<file path="src/rtl/mio_bus_ctrl_pkg.sv">
// Shared definitions for the memory/IO bus handshake unit:
// FSM encoding, peripheral window decode and the error read value.
package mio_bus_ctrl_pkg;

  typedef enum logic [1:0] {
    ST_IDLE  = 2'b00,
    ST_WAIT  = 2'b01,
    ST_READY = 2'b10
  } mio_state_t;

  // Top address nibbles that select the peripheral window
  localparam logic [3:0] IO_NIB_LO = 4'hE;
  localparam logic [3:0] IO_NIB_HI = 4'hF;

  // Value returned to the CPU for a rejected access
  localparam logic [31:0] ERR_DATA = 32'h0000_0000;

  function automatic logic is_io_region(input logic [3:0] nib);
    return (nib == IO_NIB_LO) || (nib == IO_NIB_HI);
  endfunction

  // Conflicting direction or a non-word-aligned address
  function automatic logic is_bad_access(input logic       rd,
                                         input logic       wr,
                                         input logic [1:0] lsb);
    return (rd & wr) | (lsb != 2'b00);
  endfunction

endpackage

</file>
<file path="src/rtl/mio_bus_ctrl_if.sv">
// Bus bundle between the CPU controller / memories and the handshake unit.
// The master side is everything around the unit (controller, RAM, peripherals);
// the slave side is mio_bus_ctrl itself.
interface mio_bus_if #(
  parameter int RAM_AW = 10
);
  logic              MemRead;
  logic              MemWrite;
  logic              CPU_MIO;
  logic [31:0]       Addr_bus;
  logic [31:0]       Cpu_data_out;
  logic [31:0]       Ram_data_out;
  logic [31:0]       Io_data_in;
  logic              MIO_ready;
  logic [31:0]       Cpu_data_in;
  logic [RAM_AW-1:0] Ram_addr;
  logic              Ram_we;
  logic [31:0]       Ram_data_in;
  logic [3:0]        Io_addr;
  logic              Io_we;
  logic              Io_re;
  logic [31:0]       Io_data_out;
  logic              Bus_error;

  modport master (
    output MemRead, MemWrite, CPU_MIO, Addr_bus, Cpu_data_out,
    output Ram_data_out, Io_data_in,
    input  MIO_ready, Cpu_data_in, Ram_addr, Ram_we, Ram_data_in,
    input  Io_addr, Io_we, Io_re, Io_data_out, Bus_error
  );

  modport slave (
    input  MemRead, MemWrite, CPU_MIO, Addr_bus, Cpu_data_out,
    input  Ram_data_out, Io_data_in,
    output MIO_ready, Cpu_data_in, Ram_addr, Ram_we, Ram_data_in,
    output Io_addr, Io_we, Io_re, Io_data_out, Bus_error
  );
endinterface

</file>
<file path="src/rtl/mio_bus_ctrl_wait_counter.sv">
// 4-bit loadable down-counter used to time region wait states.
// "last" flags the final wait cycle (count == 1).
module mio_wait_counter (
  input  logic       clk,
  input  logic       reset,
  input  logic       load,
  input  logic       en,
  input  logic [3:0] load_val,
  output logic       last
);

  logic [3:0] cnt_r;

  // Load at access start, count down while waiting, never wrap below zero
  always_ff @(posedge clk or posedge reset) begin
    if (reset) begin
      cnt_r <= 4'd0;
    end else if (load) begin
      cnt_r <= load_val;
    end else if (en && (cnt_r != 4'd0)) begin
      cnt_r <= cnt_r - 4'd1;
    end else begin
      cnt_r <= cnt_r;
    end
  end

  assign last = (cnt_r == 4'd1);

endmodule

</file>
<file path="src/rtl/mio_bus_ctrl.sv">
// Memory/IO bus handshake unit. Accepts a request from the multi-cycle CPU
// controller, decodes RAM vs peripheral window, inserts region wait states and
// answers with a one-cycle MIO_ready pulse. Bad accesses still complete so the
// controller cannot hang, but they raise a sticky Bus_error and never write.
module mio_bus_ctrl #(
  parameter int RAM_WAIT = 1,
  parameter int IO_WAIT  = 2,
  parameter int RAM_AW   = 10
) (
  input  logic      clk,
  input  logic      reset,
  mio_bus_if.slave  bus
);
  import mio_bus_ctrl_pkg::*;

  localparam logic [3:0] RAM_WAIT_C = 4'(RAM_WAIT);
  localparam logic [3:0] IO_WAIT_C  = 4'(IO_WAIT);

  mio_state_t        state_r;
  mio_state_t        state_nxt_s;

  logic              req_s;
  logic              dec_io_s;
  logic              dec_err_s;
  logic              cur_io_s;
  logic              cur_wr_s;
  logic              cur_err_s;
  logic              cnt_load_s;
  logic              cnt_en_s;
  logic              cnt_last_s;
  logic [3:0]        cnt_val_s;
  logic              capture_s;

  logic [RAM_AW-1:0] ram_addr_r;
  logic [3:0]        io_addr_r;
  logic [31:0]       wdata_r;
  logic              wr_r;
  logic              io_r;
  logic              err_r;

  logic              mio_ready_nxt_s;
  logic              ram_we_nxt_s;
  logic              io_we_nxt_s;
  logic              io_re_nxt_s;
  logic              mio_ready_r;
  logic              ram_we_r;
  logic              io_we_r;
  logic              io_re_r;
  logic              bus_error_r;
  logic [31:0]       cpu_data_r;

  assign req_s      = bus.CPU_MIO & (bus.MemRead | bus.MemWrite);
  assign dec_io_s   = is_io_region(bus.Addr_bus[31:28]);
  assign dec_err_s  = is_bad_access(bus.MemRead, bus.MemWrite, bus.Addr_bus[1:0]);
  assign cnt_load_s = (state_r == ST_IDLE) & req_s;
  assign cnt_en_s   = (state_r == ST_WAIT);
  assign cnt_val_s  = dec_io_s ? IO_WAIT_C : RAM_WAIT_C;
  // A dropped request in the last wait cycle aborts instead of capturing
  assign capture_s  = (state_r == ST_WAIT) & req_s & cnt_last_s;

  mio_wait_counter u_wait_counter (
    .clk      (clk),
    .reset    (reset),
    .load     (cnt_load_s),
    .en       (cnt_en_s),
    .load_val (cnt_val_s),
    .last     (cnt_last_s)
  );

  // FSM state register
  always_ff @(posedge clk or posedge reset) begin
    if (reset) begin
      state_r <= ST_IDLE;
    end else begin
      state_r <= state_nxt_s;
    end
  end

  // FSM next-state logic
  always_comb begin
    state_nxt_s = ST_IDLE;
    case (state_r)
      ST_IDLE: begin
        if (req_s) begin
          state_nxt_s = ST_WAIT;
        end else begin
          state_nxt_s = ST_IDLE;
        end
      end
      ST_WAIT: begin
        if (!req_s) begin
          state_nxt_s = ST_IDLE;
        end else if (cnt_last_s) begin
          state_nxt_s = ST_READY;
        end else begin
          state_nxt_s = ST_WAIT;
        end
      end
      ST_READY: state_nxt_s = ST_IDLE;
      default:  state_nxt_s = ST_IDLE;
    endcase
  end

  // FSM output decode: next-cycle strobe values, using live decode in IDLE
  always_comb begin
    cur_io_s  = io_r;
    cur_wr_s  = wr_r;
    cur_err_s = err_r;
    if (state_r == ST_IDLE) begin
      cur_io_s  = dec_io_s;
      cur_wr_s  = bus.MemWrite;
      cur_err_s = dec_err_s;
    end else begin
      cur_io_s  = io_r;
      cur_wr_s  = wr_r;
      cur_err_s = err_r;
    end
    mio_ready_nxt_s = (state_nxt_s == ST_READY);
    ram_we_nxt_s    = mio_ready_nxt_s & cur_wr_s & ~cur_io_s & ~cur_err_s;
    io_we_nxt_s     = mio_ready_nxt_s & cur_wr_s &  cur_io_s & ~cur_err_s;
    io_re_nxt_s     = (state_nxt_s == ST_WAIT) & ~cur_wr_s & cur_io_s & ~cur_err_s;
  end

  // Latch the access attributes when a request is accepted
  always_ff @(posedge clk or posedge reset) begin
    if (reset) begin
      ram_addr_r <= {RAM_AW{1'b0}};
      io_addr_r  <= 4'h0;
      wdata_r    <= 32'h0000_0000;
      wr_r       <= 1'b0;
      io_r       <= 1'b0;
      err_r      <= 1'b0;
    end else if (cnt_load_s) begin
      ram_addr_r <= bus.Addr_bus[RAM_AW+1:2];
      io_addr_r  <= bus.Addr_bus[5:2];
      wdata_r    <= bus.Cpu_data_out;
      wr_r       <= bus.MemWrite;
      io_r       <= dec_io_s;
      err_r      <= dec_err_s;
    end else begin
      ram_addr_r <= ram_addr_r;
      io_addr_r  <= io_addr_r;
      wdata_r    <= wdata_r;
      wr_r       <= wr_r;
      io_r       <= io_r;
      err_r      <= err_r;
    end
  end

  // Registered handshake and strobe outputs
  always_ff @(posedge clk or posedge reset) begin
    if (reset) begin
      mio_ready_r <= 1'b0;
      ram_we_r    <= 1'b0;
      io_we_r     <= 1'b0;
      io_re_r     <= 1'b0;
    end else begin
      mio_ready_r <= mio_ready_nxt_s;
      ram_we_r    <= ram_we_nxt_s;
      io_we_r     <= io_we_nxt_s;
      io_re_r     <= io_re_nxt_s;
    end
  end

  // Read data capture in the final wait cycle; writes leave it untouched
  always_ff @(posedge clk or posedge reset) begin
    if (reset) begin
      cpu_data_r <= 32'h0000_0000;
    end else if (capture_s) begin
      if (err_r) begin
        cpu_data_r <= ERR_DATA;
      end else if (!wr_r) begin
        cpu_data_r <= io_r ? bus.Io_data_in : bus.Ram_data_out;
      end else begin
        cpu_data_r <= cpu_data_r;
      end
    end else begin
      cpu_data_r <= cpu_data_r;
    end
  end

  // Sticky error flag, cleared only by reset
  always_ff @(posedge clk or posedge reset) begin
    if (reset) begin
      bus_error_r <= 1'b0;
    end else if (cnt_load_s && dec_err_s) begin
      bus_error_r <= 1'b1;
    end else begin
      bus_error_r <= bus_error_r;
    end
  end

  // Address follows the bus in IDLE so a synchronous RAM sees it in cycle 0
  assign bus.Ram_addr    = reset ? {RAM_AW{1'b0}} :
                           ((state_r == ST_IDLE) ? bus.Addr_bus[RAM_AW+1:2] : ram_addr_r);
  assign bus.Io_addr     = reset ? 4'h0 :
                           ((state_r == ST_IDLE) ? bus.Addr_bus[5:2] : io_addr_r);
  assign bus.MIO_ready   = mio_ready_r;
  assign bus.Ram_we      = ram_we_r;
  assign bus.Io_we       = io_we_r;
  assign bus.Io_re       = io_re_r;
  assign bus.Ram_data_in = wdata_r;
  assign bus.Io_data_out = wdata_r;
  assign bus.Cpu_data_in = cpu_data_r;
  assign bus.Bus_error   = bus_error_r;

endmodule

</file>
<file path="src/flat_wrapper.sv">
// flat-port wrapper written by rule: the top's interface ports become plain ports
module mio_bus_ctrl_flat import mio_bus_ctrl_pkg::*;
#(
  parameter int RAM_WAIT = 1,
  parameter int IO_WAIT  = 2,
  parameter int RAM_AW   = 10
)
  (clk, reset, bus_MemRead, bus_MemWrite, bus_CPU_MIO, bus_Addr_bus, bus_Cpu_data_out, bus_Ram_data_out, bus_Io_data_in, bus_MIO_ready, bus_Cpu_data_in, bus_Ram_addr, bus_Ram_we, bus_Ram_data_in, bus_Io_addr, bus_Io_we, bus_Io_re, bus_Io_data_out, bus_Bus_error);
  mio_bus_if #(.RAM_AW(RAM_AW)) bus_i ();
  input  logic clk;
  input  logic reset;
  input wire logic [$bits(bus_i.MemRead)-1:0] bus_MemRead;
  input wire logic [$bits(bus_i.MemWrite)-1:0] bus_MemWrite;
  input wire logic [$bits(bus_i.CPU_MIO)-1:0] bus_CPU_MIO;
  input wire logic [$bits(bus_i.Addr_bus)-1:0] bus_Addr_bus;
  input wire logic [$bits(bus_i.Cpu_data_out)-1:0] bus_Cpu_data_out;
  input wire logic [$bits(bus_i.Ram_data_out)-1:0] bus_Ram_data_out;
  input wire logic [$bits(bus_i.Io_data_in)-1:0] bus_Io_data_in;
  output wire logic [$bits(bus_i.MIO_ready)-1:0] bus_MIO_ready;
  output wire logic [$bits(bus_i.Cpu_data_in)-1:0] bus_Cpu_data_in;
  output wire logic [$bits(bus_i.Ram_addr)-1:0] bus_Ram_addr;
  output wire logic [$bits(bus_i.Ram_we)-1:0] bus_Ram_we;
  output wire logic [$bits(bus_i.Ram_data_in)-1:0] bus_Ram_data_in;
  output wire logic [$bits(bus_i.Io_addr)-1:0] bus_Io_addr;
  output wire logic [$bits(bus_i.Io_we)-1:0] bus_Io_we;
  output wire logic [$bits(bus_i.Io_re)-1:0] bus_Io_re;
  output wire logic [$bits(bus_i.Io_data_out)-1:0] bus_Io_data_out;
  output wire logic [$bits(bus_i.Bus_error)-1:0] bus_Bus_error;
  assign bus_i.MemRead = bus_MemRead;
  assign bus_i.MemWrite = bus_MemWrite;
  assign bus_i.CPU_MIO = bus_CPU_MIO;
  assign bus_i.Addr_bus = bus_Addr_bus;
  assign bus_i.Cpu_data_out = bus_Cpu_data_out;
  assign bus_i.Ram_data_out = bus_Ram_data_out;
  assign bus_i.Io_data_in = bus_Io_data_in;
  assign bus_MIO_ready = bus_i.MIO_ready;
  assign bus_Cpu_data_in = bus_i.Cpu_data_in;
  assign bus_Ram_addr = bus_i.Ram_addr;
  assign bus_Ram_we = bus_i.Ram_we;
  assign bus_Ram_data_in = bus_i.Ram_data_in;
  assign bus_Io_addr = bus_i.Io_addr;
  assign bus_Io_we = bus_i.Io_we;
  assign bus_Io_re = bus_i.Io_re;
  assign bus_Io_data_out = bus_i.Io_data_out;
  assign bus_Bus_error = bus_i.Bus_error;
  mio_bus_ctrl #(.RAM_WAIT(RAM_WAIT), .IO_WAIT(IO_WAIT), .RAM_AW(RAM_AW)) u_core (.clk(clk), .reset(reset), .bus(bus_i));
endmodule
</file>
<file path="config.mk">
export PLATFORM = sky130hd
export DESIGN_NAME = mio_bus_ctrl_flat
export DESIGN_NICKNAME = d
export VERILOG_FILES = /design/src/rtl/mio_bus_ctrl_pkg.sv /design/src/rtl/mio_bus_ctrl_if.sv /design/src/rtl/mio_bus_ctrl_wait_counter.sv /design/src/rtl/mio_bus_ctrl.sv /design/src/flat_wrapper.sv
export SDC_FILE = /design/constraint.sdc
export NUM_CORES = 1
export LEC_CHECK = 0
export BUFFER_PORTS_ARGS = -buffer_cell sky130_fd_sc_hd__buf_2
export CAP_MARGIN = 20
export CORE_MARGIN = 2
export CORE_UTILIZATION = 40
export CTS_CLUSTER_SIZE = 25
export DETAILED_ROUTE_END_ITERATION = 12
export PLACE_DENSITY = 0.8
export SYNTH_ARGS = -nofsm -noshare
export SYNTH_HDL_FRONTEND = slang
export SYNTH_HIERARCHICAL = 1
export SYNTH_SLANG_ARGS = --single-unit
</file>
<file path="constraint.sdc">
create_clock -name clk -period 3 [get_ports clk]
set_clock_uncertainty 0.05 [all_clocks]
set_input_delay 0.45 -clock clk [delete_from_list [all_inputs] [get_ports clk]]
set_output_delay 0.45 -clock clk [all_outputs]
set_load 0.02 [all_outputs]
</file>
== After elaboration in Yosys (flattened, before gate mapping) ==
Index checks and enable logic that the tools add are counted.

* Bits in registers: 92
* Input port bits: 133
* Output and inout port bits: 115
* Word-level logic and storage cells: 65

* Add/sub/neg operators: 1
* Equal/unequal tests: 7
* Multiplexer cells: 17
* Bitwise gates (word level): 18
* Reduce and logical (&&, ||, !) cells: 8

{| class="wikitable"
|+ Operators by type and width
! kind !! count
|-
| $mux W32 || 3
|-
| $mux W10 || 2
|-
| $mux W4 || 4
|-
| $and A1 B1 Y1 || 13
|-
| $eq A4 B4 Y1 const B || 2
|-
| $mux W2 || 3
|-
| $eq A2 B1 Y1 const B || 2
|-
| $eq A4 B1 Y1 const B || 1
|-
| $mux W1 || 4
|-
| $pmux W2 S2 || 1
|-
| $reduce_bool A2 Y1 || 2
|-
| $reduce_bool A4 Y1 || 1
|-
| $sub A4 B1 Y4 const B || 1
|-
| $not A1 Y1 || 3
|-
| $eq A2 B2 Y1 const B || 1
|-
| $logic_and A1 B1 Y1 || 2
|-
| $logic_not A2 Y1 || 1
|-
| $ne A2 B2 Y1 const B || 1
|-
| $or A1 B1 Y1 || 2
|-
| $reduce_and A2 Y1 || 1
|-
| $logic_or A1 B1 Y1 || 1
|}

== Longest topological paths before layout ==
Gate-level depths: netlist (run 1).

* Depth after elaboration: 8
* Depth in mapped cells: 9
* Gate-level depth less buffers: 6

== Hierarchy ==
Netlist (run 1), hierarchy kept.

{| class="wikitable"
|+ Modules (own cells, without submodules)
! module !! instances !! cells an instance !! area an instance (µm²) !! sequential area each (µm²)
|-
| mio_bus_ctrl || 1 || 311 || 4023.9 || 2102.0
|-
| mio_wait_counter || 1 || 30 || 286.5 || 100.1
|}

== Worst setup path before layout (run 1) ==
Ideal clock, no wire load.

* Path kind: register to output
* From: register u_core.state_r[1]
* To: output bus_Ram_addr[0]
* Arrival: 1.507 ns
* Required time: 2.500 ns
* Slack: 0.993 ns
* Cell stages (with the launch flop): 6
* Buffers on the path: 2
* Cell sequence: dfrtp_1 > nor2_1 > clkbuf_1 > nand2_1 > a21oi_1 > buf_4

* Cells in the longest elaborated chain, start to end: 3

{| class="wikitable"
|+ Ends and longest elaborated chain
! item !! RTL line !! RTL
|-
| start, declared || mio_bus_ctrl.sv:19 || <nowiki>mio_state_t state_r;</nowiki>
|-
| start signal, assigned || mio_bus_ctrl.sv:75 || <nowiki>state_r <= state_nxt_s;</nowiki>
|-
| $logic_not A2 Y1 || mio_bus_ctrl.sv:195 || <nowiki>((state_r == ST_IDLE) ? bus.Addr_bus[RAM_AW+1:2] : ram_addr_r);</nowiki>
|-
| $mux W10 || mio_bus_ctrl.sv:195 ||
|-
| $mux W10 || mio_bus_ctrl.sv:194 || <nowiki>assign bus.Ram_addr = reset ? {RAM_AW{1'b0}} :</nowiki>
|-
| end, declared || flat_wrapper.sv:21 || <nowiki>output wire logic [$bits(bus_i.Ram_addr)-1:0] bus_Ram_addr;</nowiki>
|}

Every way passes these cells.

== Worst setup path after layout (run 1) ==
* From: register u_core.state_r[0]
* To: output bus_Io_addr[3]

* Cells in the longest elaborated chain, start to end: 3

{| class="wikitable"
|+ Ends and longest elaborated chain
! item !! RTL line !! RTL
|-
| $logic_not A2 Y1 || mio_bus_ctrl.sv:197 || <nowiki>((state_r == ST_IDLE) ? bus.Addr_bus[5:2] : io_addr_r);</nowiki>
|-
| $mux W4 || mio_bus_ctrl.sv:197 ||
|-
| $mux W4 || mio_bus_ctrl.sv:196 || <nowiki>assign bus.Io_addr = reset ? 4'h0 :</nowiki>
|-
| end, declared || flat_wrapper.sv:24 || <nowiki>output wire logic [$bits(bus_i.Io_addr)-1:0] bus_Io_addr;</nowiki>
|}

Every way passes these cells.

==> results of run 1 <==
flip-flops by register name, indices dropped and copies added, names as in the netlist, 2 cells and up:
register	cells
u_core/ram_addr_r	10
u_core/state_r	2
u_core/bus.Cpu_data_in	32
u_core/bus.Io_data_out	32
u_core/u_wait_counter/cnt_r	4
logic make-up (layout without fill, tap and decap cells):
kind of cell	Yosys count	count (layout)	synth area share
and+or+nand+nor	48	48	0.0621
buffers and inverters	66	263	0.101
DFF	88	88	0.511
adders and majority gates	2	2	0.00580
muxes	79	79	0.220
other	1	2	0.000870
AOI/OAI and AO/OA	57	57	0.0996
worst max-delay path, delay by kind of cell (launching register included):
kind,cells,cell delay [ns]
AO/OA/AOI/OAI,1,0.23
buffers and inverters,1,0.20
flip-flops,1,0.47
AND/OR/NAND/NOR,2,0.85
layout make-up:
cell class | count | share of cell area
sequential | 88 | 0.398
clock inverter | 4 | 0.0172
inverter | 11 | 0.00769
multi-input combinational | 188 | 0.304
timing repair buffer | 238 | 0.219
clock buffer | 10 | 0.0231
tap | 136 | 0.0308
worst paths after layout:
path	end	slack, ns	start	depth (start not counted)
worst max-delay path	bus_Io_addr[3]	0.39	u_core/state_r[0]$_DFF_PP0_	4
worst min-delay path	u_core/u_wait_counter/cnt_r[0]$_DFFE_PP0P_	0.05	reset	2
worst max register to register	u_core/bus.Io_re$_DFF_PP0_	1.02	u_core/state_r[0]$_DFF_PP0_	3
worst min register to register	u_core/bus.Cpu_data_in[22]$_DFFE_PP0P_	0.44	u_core/bus.Cpu_data_in[22]$_DFFE_PP0P_	1
max in group asynchronous	u_core/bus.Cpu_data_in[20]$_DFFE_PP0P_	1.89	reset	3
min in group clk	u_core/bus.Io_data_out[10]$_DFFE_PP0P_	0.27	bus_Cpu_data_out[10]	2
where the power goes:
| part | total (mW) | leakage (nW) | switching (mW) | internal (mW) |
|---|---|---|---|---|
| combinational | 1.52 | 1.72 | 0.858 | 0.660 |
| clock | 0.946 | 0.112 | 0.403 | 0.543 |
| sequential | 1.66 | 1.11 | 0.211 | 1.45 |
| total | 4.12 | 2.94 | 1.47 | 2.65 |
cell usage in the layout, fill, tap and decap left out, types with 2 or more instances in the layout:
cell type | synthesis | final
buf_2 | 9 | 230
dfrtp_1 | 88 | 87
mux2i_1 | 35 | 35
o2bb2ai_1 | 32 | 32
mux2_4 | 27 | 27
nand2_1 | 25 | 25
mux2_2 | 17 | 17
a21oi_1 | 12 | 12
inv_1 | 11 | 10
clkbuf_8 | 0 | 9
buf_4 | 37 | 8
o21ai_0 | 4 | 4
bufinv_16 | 0 | 3
nor3b_1 | 3 | 3
clkinv_2 | 0 | 2
nor2_1 | 2 | 2
nor2b_1 | 2 | 2
nand3_1 | 2 | 2
nor4_1 | 2 | 2
conb_1 | 1 | 2
o21ai_1 | 2 | 2
ha_1 | 2 | 2
layer usage:
layer / wire, µm / track usage / vias to the layer above
li1: - / - / 1558
met4: 118 / 0.0604 / 0
met3: 676 / 0.0321 / 9
met5: 0 / 0 / -
met2: 5560 / 0.319 / 139
met1: 4130 / 0.203 / 1635
through the flow:
stage	instances	cell area [µm²]	setup WS (ns)	utilization	power (mW)
6_report	675	5530	0.393	0.531	4.12
5_1_grt	675	5530	0.258	0.531	4.33
4_1_cts	675	5530	0.397	0.531	4.16
3_5_place_dp	661	5310	0.807	0.510	3.20
3_3_place_gp	661	5310	0.926	0.510	3.14
2_1_floorplan	342	4310	0.132	-	2.84
==> out/results.ini, run 1 <==
[setup_path]
worst_path_max_delay_cell=nor2_1
worstPathMaxFanout=11
required_ns=2.50
critPathKind=flop to primary output
endpoint_kind=primary output
cp_data_arrival_time_ns=2.11
worst_setup_path_start_kind=flop
cpPeakStageDelay_ns=0.72
crit_chain=nor2_1 -> nand2_1 -> a21oi_1 -> buf_2

[clock_tree]
clockRootBuffer=clkbuf_8
clk_pin_slew_ns=0.08
ctsResizeCount=0
clock-sinks=88
cts_buffer_depth=2
h-tree-depth=3
cts_buffers=9
cts_tree=built
cts_setup_buffers=0
clk_latency_ns=0.36
cts_hold_buf=0

[power_and_ir_drop]
power_density_nw_per_um2=745
power.ir.vdd_worst_v=0.000329
power.leakage_nw=2.94

[sta]
finalSetupViolCount=0
tightest_slew_ns=0.886
rsz0062_at_grt=no
hold_ws_ns=0.0470
timing.final.crit_share=0.869
hold_viol=0
tns_ns=0
clock.fmax_ghz=0.384
min_period_ns=2.61
slew_headroom=0.407
final_max_slew_viol_count=0

[global_route]
grt_antenna_before_repair=0
grt_overflow=0
grt_pass1_wl_um=15700
grt_pass1_vias=3290
grt_max_degree=48
grt_usage=0.174

[synth]
syn_area_um2=4310
yosysTopAreaCellShare=0.511
synth_common_cells=dfrtp_1 (88), buf_4 (37), mux2i_1 (35), o2bb2ai_1 (32), mux2_4 (27)
ys_seq_area_frac=0.511
yosys_warnings=6
synthArstFlopShare=1.00
syn_area_per_cell_um2=12.6
synth_edf_count=0
synth.area.top_cells=dfrtp_1 (51%), mux2_4 (9.4%), mux2i_1 (8.1%), o2bb2ai_1 (6.5%), buf_4 (6.4%)
ys_types=41
synth.most_common_cell=dfrtp_1
netlist_instances=341
synth_largest_area_cell=dfrtp_1
synth_seq_cells=88
synthFlopType=dfrtp_1

[min_path]
hold_class=input port to async pin

[finish]
multi_input_area_um2=1680
drive_gt1_frac=0.562
ff_latch_area_um2=2200
area_growth_pct=28.4
diodes=0
n_fill_cell=895
final_nets=671

[floorplan]
die_area_um2=11600
start_util=0.414
die_w_um=108
ios=248
core_um2=10400
num_rows=37
die_y_um=108

[route]
vias_per_cell=4.95
vias=3341
initialDrtViolationCount=105
wl_per_cell_um=15.5
final_antenna_net_count=0
wirelength_um=10500
drc=0
first_pass_iters=4

[job]
maxCapViolations=0

[status]
status=finished clean

[place]
gp_congestion=0.769
port_buffers=230
hpwlAfterDp_um=7840

(Power assumes the default switching activity.)
==> run 2: changes to the inputs <==
Settings changed: BUFFER_PORTS_ARGS -buffer_cell sky130_fd_sc_hd__buf_2 to not set, CORE_UTILIZATION 40 to 44, DONT_BUFFER_PORTS set to 1, PLACE_DENSITY 0.8 to 0.64.
==> run 2 against run 1 <==
- hold slack gained 0.0017 ns
- non-clock buffer count shrank 226
- register-to-register slack lost 0.17 ns
- largest power group unchanged
- count of clock-buffer cells in the layout shrank 1
- final cell count shrank 34%
==> out/results.ini, run 2 (synthesis results as in run 1) <==
[sta]
finalSetupViolCount=0  ; unchanged
timing.final.crit_share=0.765  ; -0.103
tightest_slew_ns=0.753  ; -0.133 ns
fin_ws_ns=0.704  ; +0.310 ns
rsz0062_at_grt=no
slew_headroom=0.497  ; +0.0904
hold_ws_ns=0.0487  ; +0.00174 ns
final_max_slew_viol_count=0  ; unchanged
tns_ns=0  ; unchanged
clock.fmax_ghz=0.435  ; +14%
min_period_ns=2.30  ; -0.310 ns
hold_viol=0  ; unchanged

[floorplan]
die_w_um=103  ; -4.5%
die_y_um=103  ; -4.5%
num_rows=36  ; -2.7%
start_util=0.447  ; +0.0334
die_area_um2=10600  ; -8.8%
core_um2=9640  ; -7.5%
ios=248  ; unchanged

[setup_path]
endpoint_kind=primary output
critPathKind=flop to primary output
worst_setup_path_start_kind=flop
cp_data_arrival_time_ns=1.80  ; -0.31 ns
required_ns=2.50  ; about the same
worstPathMaxFanout=13  ; +2

[finish]
area_growth_pct=3.08
final_nets=445  ; -34%
diodes=0  ; unchanged
drive_gt1_frac=0.246  ; -0.316
mostFrequentLayoutCells=dfrtp_1 (87), mux2i_1 (35), o2bb2ai_1 (32)
stdcell_area_um2=4440  ; -20%
mostFrequentLayoutCell=dfrtp_1

[route]
drc=0  ; unchanged
wirelength_um=8290  ; -21%
first_pass_iters=6  ; +2
vias_per_cell=5.46  ; +10%
final_antenna_net_count=0  ; unchanged
vias=2434  ; -27%
initialDrtViolationCount=75  ; -29%
wl_per_cell_um=18.6  ; +20%

[place]
place_ws_ns=0.857  ; +0.0496 ns
port_buffers=0  ; -100%
hpwlAfterDp_um=5910  ; -25%
gp_congestion=0.749  ; -2.6%
postPlaceCellArea_um2=4200  ; -21%

[clock_tree]
clk_pin_slew_ns=0.09  ; about the same
clockRootBuffer=clkbuf_8
cts_buffer_depth=2  ; unchanged
cts_tree=built
cts_buffers=9  ; unchanged
h-tree-depth=3  ; unchanged
ctsResizeCount=0  ; unchanged
clk_latency_ns=0.34  ; -0.02 ns
clock-sinks=88  ; unchanged

[power_and_ir_drop]
power.leakage_nw=2.00  ; -32%
power_density_nw_per_um2=843  ; +13%
power.ir.vdd_worst_v=0.000400  ; +21%

[global_route]
grt_usage=0.148  ; -0.0262
grt_max_degree=45  ; -6.3%
grt_overflow=0  ; unchanged
grt_antenna_before_repair=0  ; unchanged
grt_pass1_vias=2372  ; -28%
grt_pass1_wl_um=12100  ; -23%

[job]
maxCapViolations=0  ; unchanged

[min_path]
hold_class=input port to async pin

[status]
status=finished clean

[run 2: changes by cell type in the layout (fill, tap and decap cells not counted)]
cell / delta
clkbuf_1: -1
buf_2: -230
clkinv_2: -1
clkinvlp_4: +1
buf_12: +2
dlygate4sd3_1: +1
buf_4: +1
inv_6: +1
[run 2: layout make-up]
cell class	count	area (µm²)
fill	893	5200
sequential	88	2200
multi-input combinational	188	1680
tap	133	166
clock buffer	9	124
timing repair buffer	12	118
clock inverter	5	106
inverter	11	42.5
[run 2: worst paths after layout]
check / endpoint / slack (ns) / cells after the start / start
max: bus_Ram_addr[6] / 0.70 / 3 / u_core/state_r[1]$_DFF_PP0_
min: u_core/ram_addr_r[3]$_DFFE_PP0P_ / 0.05 / 1 / reset
max reg2reg: u_core/u_wait_counter/cnt_r[3]$_DFFE_PP0P_ / 0.85 / 5 / u_core/state_r[1]$_DFF_PP0_
min reg2reg: u_core/ram_addr_r[0]$_DFFE_PP0P_ / 0.47 / 1 / u_core/ram_addr_r[0]$_DFFE_PP0P_
max in group asynchronous: u_core/bus.Cpu_data_in[20]$_DFFE_PP0P_ / 2.18 / 2 / reset
min in group clk: u_core/bus.Io_data_out[7]$_DFFE_PP0P_ / 0.20 / 1 / bus_Cpu_data_out[7]
[run 2: metal layers]
metal  vias up  global-route usage  part of all wire
met1      1236               0.191              0.42
met4         0              0.0496            0.0084
met2        92               0.244              0.51
met3         4              0.0380             0.061
li1       1102                   -                 -
met5         -                   0                 0
[run 2: repair_timing]
item | CTS | global route
hold buffers | 1 | 0
hold endpoints to repair | 4 | 0
buffers inserted | 0 | 0
[run 2: worst max-delay path: stages (launching register included)]
cell and delay [ns]:
dfrtp_1 0.46, or2_1 0.44, nand2_1 0.11, a21oi_1 0.44
[run 2: stage by stage]
step	util	instances	total power, mW
2_1_floorplan	-	342	2.84
3_3_place_gp	0.436	431	2.79
3_5_place_dp	0.436	431	2.82
4_1_cts	0.461	446	3.80
5_1_grt	0.461	446	3.95
6_report	0.461	446	3.74
[run 2: where the power goes]
group | internal (mW) | switching, mW | total, mW | leakage, nW
combinational | 0.401 | 0.310 | 0.712 | 0.781
clock | 0.548 | 0.403 | 0.951 | 0.112
sequential | 1.44 | 0.639 | 2.08 | 1.11
==> run 3: changes to the inputs <==
Clock period 3 ns to 2.02 ns, I/O delays scaled along.
==> run 3 against run 2 <==
- clock power up 30%
- critical endpoint is now bus_Ram_addr[2]
- register-to-register slack worse by 0.60 ns
- routed wire length down 0.11%
- worst setup slack worse by 0.58 ns
- final cell count up 2.5%
- count of clock-buffer cells in the layout up 2
- combinational power up 57%
- power up 45%
- hold slack worse by 0.0055 ns
- die area unchanged
==> out/results.ini, run 3 (synthesis results as in run 1) <==
[route]
drc=0  ; unchanged
initialDrtViolationCount=86  ; +15%
wl_per_cell_um=18.1  ; -2.5%
vias=2478  ; +1.8%
vias_per_cell=5.42  ; -0.64%
wirelength_um=8290  ; -0.11%
first_pass_iters=4  ; -2
final_antenna_net_count=0  ; unchanged

[power_and_ir_drop]
power.ir.vdd_worst_v=0.000577  ; +44%
power.leakage_nw=2.04  ; +1.9%
power_density_nw_per_um2=1210  ; +43%
power_mw=5.44  ; +45%

[sta]
rsz0062_at_grt=no
hold_ws_ns=0.0432  ; -0.00551 ns
slew_headroom=0.643  ; +0.146
hold_viol=0  ; unchanged
tightest_slew_ns=0.535  ; -0.218 ns
min_period_ns=1.90
tns_ns=0  ; unchanged
timing.final.crit_share=0.938
finalSetupViolCount=0  ; unchanged
final_max_slew_viol_count=0  ; unchanged
clock.fmax_ghz=0.528

[setup_path]
worst_setup_path_start_kind=flop
cpPeakStageDelay_ns=0.48  ; +0.02 ns
crit_family=flip-flops
crit_top_cell=buf_4
required_ns=1.67  ; -0.83 ns
critPathKind=flop to primary output
endpoint_kind=primary output
reg2reg_slack_ns=0.25  ; -0.60 ns
crit_chain=or2_1 -> buf_4 -> nand2_1 -> a21oi_1 -> buf_4
worst_path_max_delay_cell=dfrtp_1
crit_buf_inv=2  ; +2
cp_data_arrival_time_ns=1.54  ; -0.26 ns
worstPathMaxFanout=7  ; -6

[clock_tree]
clockRootBuffer=clkbuf_8
cts_buffer_depth=2  ; unchanged
cts_setup_buffers=0  ; unchanged
clk_pin_slew_ns=0.09  ; about the same
clock-sinks=88  ; unchanged
h-tree-depth=3  ; unchanged
clk_latency_ns=0.34  ; about the same
cts_tree=built
cts_buffers=9  ; unchanged

[place]
hpwlAfterDp_um=5820  ; -1.6%
dp_cells=440  ; +2.1%
gp_congestion=0.716  ; -4.4%
postPlaceCellArea_um2=4290  ; +2.0%
port_buffers=0  ; unchanged

[global_route]
grt_pass1_wl_um=12000  ; -0.63%
grt_max_degree=85  ; +89%
grt_overflow=0  ; unchanged
grt_antenna_before_repair=0  ; unchanged
grt_usage=0.147  ; -0.00137
grt_pass1_vias=2369  ; -0.13%

[finish]
diodes=0  ; unchanged
n_fill_cell=894  ; +0.11%
area_growth_pct=4.53
stdcell_area_um2=4510  ; +1.4%
final_nets=454  ; +2.0%
finalNonFillerCells=457  ; +2.5%
mostFrequentLayoutCell=dfrtp_1
drive_gt1_frac=0.272  ; +0.0256
mostFrequentLayoutCells=dfrtp_1 (87), mux2i_1 (35), o2bb2ai_1 (32)

[status]
status=finished clean

[floorplan]
num_rows=36  ; unchanged
die_y_um=103  ; unchanged
ios=248  ; unchanged
core_um2=9640  ; unchanged
die_w_um=103  ; unchanged
die_area_um2=10600  ; unchanged
start_util=0.447  ; unchanged

[min_path]
hold_class=input port to flop

[job]
maxCapViolations=0  ; unchanged

## run 3: cell type report
type                            count  area (µm²)  area share
Sequential cell                    88        2200       0.489
Multi-Input combinational cell    188        1690       0.375
Timing Repair Buffer               21         198      0.0439
Tap cell                          133         166      0.0369
Clock buffer                       11         141      0.0314
Clock inverter                      5        63.8      0.0142
Inverter                           11        45.0      0.0100
## run 3: worst reg2reg max path: cells and delay by family (launching register included)
family	cells	cell delay, ns
DFF	1	0.40
buffers and inverters	1	0.09
adders and majority gates	1	0.15
and+or+nand+nor	4	0.98
## run 3: stage by stage
step           utilization  worst slack (ns)
2_1_floorplan            -             0.160
3_3_place_gp         0.445             0.184
3_5_place_dp         0.445             0.181
4_1_cts              0.467            0.0932
5_1_grt              0.467            0.0145
6_report             0.467             0.125
## run 3: repair_timing
| item | CTS | global route |
|---|---|---|
| setup endpoints to repair | 0 | 4 |
| resized for setup | 0 | 1 |
| endpoints found under the hold margin | 88 | 0 |
| hold buffers | 1 | 0 |
## run 3: final timing paths
kind | from | endpoint | depth (start not counted)
setup / recovery | u_core/state_r[1]$_DFF_PP0_ | bus_Ram_addr[2] | 5
hold / removal | bus_Cpu_data_out[2] | u_core/bus.Io_data_out[2]$_DFFE_PP0P_ | 1
setup reg to reg | u_core/u_wait_counter/cnt_r[1]$_DFFE_PP0P_ | u_core/bus.Ram_we$_DFF_PP0_ | 6
hold reg to reg | u_core/ram_addr_r[5]$_DFFE_PP0P_ | u_core/ram_addr_r[5]$_DFFE_PP0P_ | 1
max in group asynchronous | reset | u_core/io_r$_DFFE_PP0P_ | 3
min in group asynchronous | reset | u_core/u_wait_counter/cnt_r[3]$_DFFE_PP0P_ | 2
## run 3: routing by layer
metal	vias to the layer above	GRT usage	part of all wire
met3	9	0.0393	0.061
met4	0	0.0496	0.0094
met5	-	0	0
li1	1126	-	-
met2	97	0.235	0.50
met1	1246	0.193	0.42
## run 3: report_power, final
group | switching (mW) | leakage, nW | internal [mW] | total [mW]
logic | 0.481 | 0.831 | 0.636 | 1.12
clock network | 0.622 | 0.101 | 0.618 | 1.24
registers | 0.939 | 1.11 | 2.14 | 3.08
total | 2.04 | 2.04 | 3.39 | 5.44
